[config.mk]
export PLATFORM = sky130hd
export DESIGN_NAME = fft_stage_scheduler
export DESIGN_NICKNAME = d
export VERILOG_FILES = /design/src/rtl/fft_stage_scheduler.sv
export SDC_FILE = /design/constraint.sdc
export NUM_CORES = 1
export LEC_CHECK = 0
export ABC_CLOCK_PERIOD_IN_PS = 4700
export CAP_MARGIN = 0
export CELL_PAD_IN_SITES_DETAIL_PLACEMENT = 1
export CELL_PAD_IN_SITES_GLOBAL_PLACEMENT = 1
export CORE_MARGIN = 2
export CORE_UTILIZATION = 40
export CTS_CLUSTER_DIAMETER = 50
export DETAILED_ROUTE_END_ITERATION = 6
export DONT_BUFFER_PORTS = 1
export PLACE_DENSITY_LB_ADDON = 0.1
export SYNTH_ARGS = -nofsm -noshare
export SYNTH_HDL_FRONTEND = slang
export SYNTH_SLANG_ARGS = --single-unit
export TNS_END_PERCENT = 50
[constraint.sdc]
create_clock -name clk -period 4.7 [get_ports clk]
set_clock_uncertainty 0.1 [all_clocks]
set_input_delay 0.705 -clock clk [delete_from_list [all_inputs] [get_ports clk]]
set_output_delay 0.705 -clock clk [all_outputs]
set_load 0.01 [all_outputs]
[src/rtl/fft_stage_scheduler.sv]
// In-place radix-2 DIT FFT scheduler: issues butterfly read/twiddle addresses
// stage by stage, then replays the addresses as write-backs LAT cycles later.
module fft_stage_scheduler #(
  parameter int unsigned LOG2_N       = 5,
  parameter int unsigned RD_LATENCY   = 1,
  parameter int unsigned PIPE_LATENCY = 3
) (
  input  logic                    clk,
  input  logic                    rst_n,
  input  logic                    start,
  output logic                    busy,
  output logic                    done,
  output logic                    rd_en,
  output logic [LOG2_N-1:0]       rd_addr_a,
  output logic [LOG2_N-1:0]       rd_addr_b,
  output logic [LOG2_N-2:0]       tw_addr,
  output logic                    wr_en,
  output logic [LOG2_N-1:0]       wr_addr_a,
  output logic [LOG2_N-1:0]       wr_addr_b,
  output logic [((LOG2_N > 1) ? $clog2(LOG2_N) : 1)-1:0] stage
);

  localparam int unsigned LAT  = RD_LATENCY + PIPE_LATENCY;
  localparam int unsigned HALF = 32'd1 << (LOG2_N - 1);
  localparam int unsigned KW   = LOG2_N - 1;
  localparam int unsigned SW   = (LOG2_N > 1) ? $clog2(LOG2_N) : 1;
  localparam int unsigned WW   = (LAT > 1) ? $clog2(LAT) : 1;

  typedef enum logic [1:0] {S_IDLE, S_ISSUE, S_WAIT, S_FIN} state_t;

  state_t          state, state_n;
  logic [KW-1:0]   k, k_n;
  logic [SW-1:0]   stage_n;
  logic [WW-1:0]   wcnt, wcnt_n;

  logic [31:0]       sh;
  logic [LOG2_N-1:0] kx, span, pos, addr_a, addr_b;
  logic [KW-1:0]     tw;

  logic [LAT-1:0]             dl_en;
  logic [LAT-1:0][LOG2_N-1:0] dl_a;
  logic [LAT-1:0][LOG2_N-1:0] dl_b;

  // Next-state, butterfly counter, stage and wait-counter logic
  always_comb begin
    state_n = state;
    k_n     = k;
    stage_n = stage;
    wcnt_n  = wcnt;
    unique case (state)
      S_IDLE: begin
        if (start) begin
          state_n = S_ISSUE;
          k_n     = '0;
          stage_n = '0;
        end
      end
      S_ISSUE: begin
        if (k == KW'(HALF - 1)) begin
          state_n = S_WAIT;
          wcnt_n  = '0;
        end else begin
          k_n = k + KW'(1);
        end
      end
      S_WAIT: begin
        // Hold off reads until the stage's last write-back has landed
        if (wcnt == WW'(LAT - 1)) begin
          if (stage < SW'(LOG2_N - 1)) begin
            state_n = S_ISSUE;
            stage_n = stage + SW'(1);
            k_n     = '0;
          end else begin
            state_n = S_FIN;
          end
        end else begin
          wcnt_n = wcnt + WW'(1);
        end
      end
      S_FIN: state_n = S_IDLE;
      default: state_n = S_IDLE;
    endcase
  end

  // Butterfly addresses for the upcoming stage/k pair
  always_comb begin
    sh     = 32'(stage_n);
    kx     = LOG2_N'(k_n);
    span   = LOG2_N'(1) << sh;
    pos    = kx & (span - LOG2_N'(1));
    addr_a = ((kx >> sh) << (sh + 32'd1)) | pos;
    addr_b = addr_a + span;
    tw     = KW'(pos << (32'(LOG2_N) - 32'd1 - sh));
  end

  // State register and registered issue-side outputs
  always_ff @(posedge clk or negedge rst_n) begin
    if (!rst_n) begin
      state     <= S_IDLE;
      k         <= '0;
      stage     <= '0;
      wcnt      <= '0;
      busy      <= 1'b0;
      done      <= 1'b0;
      rd_en     <= 1'b0;
      rd_addr_a <= '0;
      rd_addr_b <= '0;
      tw_addr   <= '0;
    end else begin
      state     <= state_n;
      k         <= k_n;
      stage     <= stage_n;
      wcnt      <= wcnt_n;
      busy      <= (state_n == S_ISSUE) || (state_n == S_WAIT);
      done      <= (state_n == S_FIN);
      rd_en     <= (state_n == S_ISSUE);
      rd_addr_a <= (state_n == S_ISSUE) ? addr_a : '0;
      rd_addr_b <= (state_n == S_ISSUE) ? addr_b : '0;
      tw_addr   <= (state_n == S_ISSUE) ? tw : '0;
    end
  end

  // LAT-deep delay line turning each read issue into its write-back
  always_ff @(posedge clk or negedge rst_n) begin
    if (!rst_n) begin
      dl_en <= '0;
      dl_a  <= '0;
      dl_b  <= '0;
    end else begin
      dl_en[0] <= rd_en;
      dl_a[0]  <= rd_addr_a;
      dl_b[0]  <= rd_addr_b;
      for (int i = 1; i < LAT; i++) begin
        dl_en[i] <= dl_en[i-1];
        dl_a[i]  <= dl_a[i-1];
        dl_b[i]  <= dl_b[i-1];
      end
    end
  end

  assign wr_en     = dl_en[LAT-1];
  assign wr_addr_a = dl_a[LAT-1];
  assign wr_addr_b = dl_b[LAT-1];

endmodule
==> metrics <==
status finished clean; final hold vios 0; relative slew slack 0.657; dpl hpwl 4490 um; period utilization 0.952; clock-pin slew on the worst setup and hold paths around 0.08 ns; worst slew pin tran roughly 0.51 ns; final worst slack roughly 0.23 ns; #FFs+latches synth a little over 70; Via density about 5.3; Num Clock Sinks 72; Synth async-reset ratio 1.00; GPL Wtd Cong roughly 0.8; CP Launch Type flop; DRT Pass-1 Iters 4; Syn Inst Count 245; Tot GR Track Use 0.165; Die Footprint approximately 0.0083 mm^2; critical path class flop to flop; synth unique cells 61; unrepaired setup endpoints after global routing no; max cap viols 0; CP required 4.83 ns; FF-to-FF Start wcnt[0]; fin area around 0.0034 mm^2; Post-synth EDFFs 0; IO Count 34; first-pass GRT wire length around 11,000 um; max-slew violation count 0; Final Setup Violations 0; Post-Route WL approximately 6300 um; Clock Path Buffers 2; # fillers 776; # diodes 0; input/output buffers 0; CTS tree yes; vias in the first global route around 2,000; share of post-route cells with drive strength above 1 0.176; PwrDens about 630 mW/mm^2; Final Critical Period between 4 and 5 ns; Post-DP Area 0.00313 mm^2; Worst Hold Class input port to async pin; DRC violation total after the first TritonRoute iteration 84; Pleak 1.67 nW; cell area after synthesis between 0.003 and 0.004 mm^2; Synth Net Count ~270; fin nets approximately 270; Avg WL per Cell between 15 and 20 um; largest net degree at the start of global routing 73; grt total ovfl 0; fmax roughly 220 MHz; CP Launch Point wcnt[0]; Rows 31; Synth area leaders dfrtp_1 59%, ha_1 7.0%, buf_4 2.5%; DIE HEIGHT 91.3 um; Inserted Clock Buffers 9; Area Overhead vs Synth 12.6%; area leader, netlist dfrtp_1; Antenna Nets Post-Route 0; YS warnings 0; post-synth top area share 0.591; antenna violations before repair 0; pre-CTS setup slack ~0.080 ns; VDD IR max between 200 and 250 uV; setup TNS 0 ns; CTS Root Cell clkbuf_8; average cell area after synthesis 12.4 um^2; core box area between 0.007 and 0.008 mm^2; H-tree depth 3; drt drc 0; Critical Path AT approximately 4.6 ns; Main synth FF type dfrtp_1; Vias between 1,500 and 2,000; die width slightly above 90 um; critical path peak fanout 6; CP Capture Type flop; sequential area share after synthesis 0.591; initial core utilization 0.416; worst-skew pair later-pin latency 0.34 ns
report_power, final:
part	leakage, nW	internal (mW)	switching (mW)
logic	0.637	0.240	0.337
clock network	0.125	0.359	0.239
registers	0.908	0.833	0.157
flip-flops by register name, indices dropped and copies added, names as in the netlist, 3 cells and up:
name and count:
wr_addr_a 5, dl_b 15, tw_addr 4, dl_en 4, stage 3, wr_addr_b 5
rd_addr_a 5, dl_a 15, k 4, rd_addr_b 5
cells by family after synthesis:
family          Yosys count  synth area share
compound gates           43             0.110
buf+inv                  29            0.0509
simple gates             74             0.138
mux                       4            0.0193
flops                    72             0.591
xor+xnor                  5            0.0144
fa+ha+maj                18            0.0763
synthesized netlist by cell type, types with 2 or more instances:
library cell and count:
dfrtp_1 72, ha_1 17, nor2_1 16, and2_1 10
buf_4 10, inv_1 9, nand2_1 9, nand3_1 9
a21oi_1 7, buf_2 5, and3_1 4, o21ai_1 4
a21o_1 3, a31oi_1 3, nor2b_1 3, nor3_1 3
nor4_1 3, o211a_1 3, xnor2_1 3, clkbuf_1 2
inv_2 2, nand2b_1 2, nand4_1 2, o21ai_0 2
o21bai_1 2, o31a_1 2, o31ai_1 2, or4_1 2
xor2_1 2
per-stage QoR:
stage / power, mW / std cells / hold slack (ns) / utilization
2_1_floorplan: 1.43 / 245 / 0.231 / -
3_3_place_gp: 1.56 / 336 / 0.232 / 0.427
3_5_place_dp: 1.57 / 336 / 0.236 / 0.427
4_1_cts: 2.19 / 353 / 0.135 / 0.465
5_1_grt: 2.31 / 355 / 0.140 / 0.468
6_report: 2.17 / 355 / 0.137 / 0.468
critical path, cell delays in order (launching register included):
cell,delay [ns]
dfrtp_1,0.40
ha_2,0.26
nor2b_4,0.19
mux2_2,0.37
a22o_1,0.31
inv_2,0.11
ha_1,0.19
ha_1,0.20
inv_1,0.08
ha_1,0.31
nor4_2,0.07
a31o_2,0.27
fa_1,0.45
a21o_1,0.19
a21oi_1,0.17
xnor2_1,0.11
or4_1,0.39
and3_1,0.19
worst paths after layout:
path	endpoint	slack (ns)	cells after the start
worst max-delay path	rd_addr_b[4]	0.23	17
worst min register to register	dl_b[10]	0.25	0
min in group clk	dl_b[10]	0.25	0
max in group asynchronous	dl_a[4]	4.08	1
worst max register to register	rd_addr_b[4]	0.23	17
worst min-delay path	wcnt[0]	0.14	1
layout by cell type (no fill, tap or decap), drive strengths merged, types with 4 or more instances in the layout:
| master | synthesis | layout |
|---|---|---|
| inv | 12 | 15 |
| dfrtp | 72 | 72 |
| clkbuf | 2 | 9 |
| buf | 15 | 12 |
| ha | 17 | 17 |
| nor2b | 4 | 4 |
| nand2 | 9 | 9 |
| and3 | 4 | 4 |
| nor2 | 16 | 16 |
| nor3 | 4 | 4 |
| and2 | 11 | 11 |
| a21oi | 8 | 8 |
| nand3 | 9 | 9 |
| nor4 | 4 | 4 |
| o21ai | 6 | 6 |
repair_timing:
| action | CTS | global route |
|---|---|---|
| resized for setup | 0 | 3 |
| endpoints found under the setup margin | 0 | 1 |
| hold buffers | 1 | 0 |
| endpoints found under the hold margin | 72 | 0 |
| buffers inserted | 0 | 2 |
area by class of cell:
type                    count  area, um^2  area share
clock inverters             7         125      0.0364
inverters                  12        47.5      0.0138
clock buffers               9         124      0.0361
flip-flops and latches     72        1800       0.525
multi-input cells         144        1100       0.321
repair buffers             12         110      0.0321
well taps                  99         124      0.0361
layer usage:
metal / global-route usage / up-vias / share of wire
met3: 0.0515 / 7 / 0.035
met4: 0.0530 / 0 / 0.011
met5: 0 / - / 0
met2: 0.248 / 33 / 0.46
li1: - / 866 / -
met1: 0.229 / 970 / 0.49
Power figures use the tool's default switching activity.
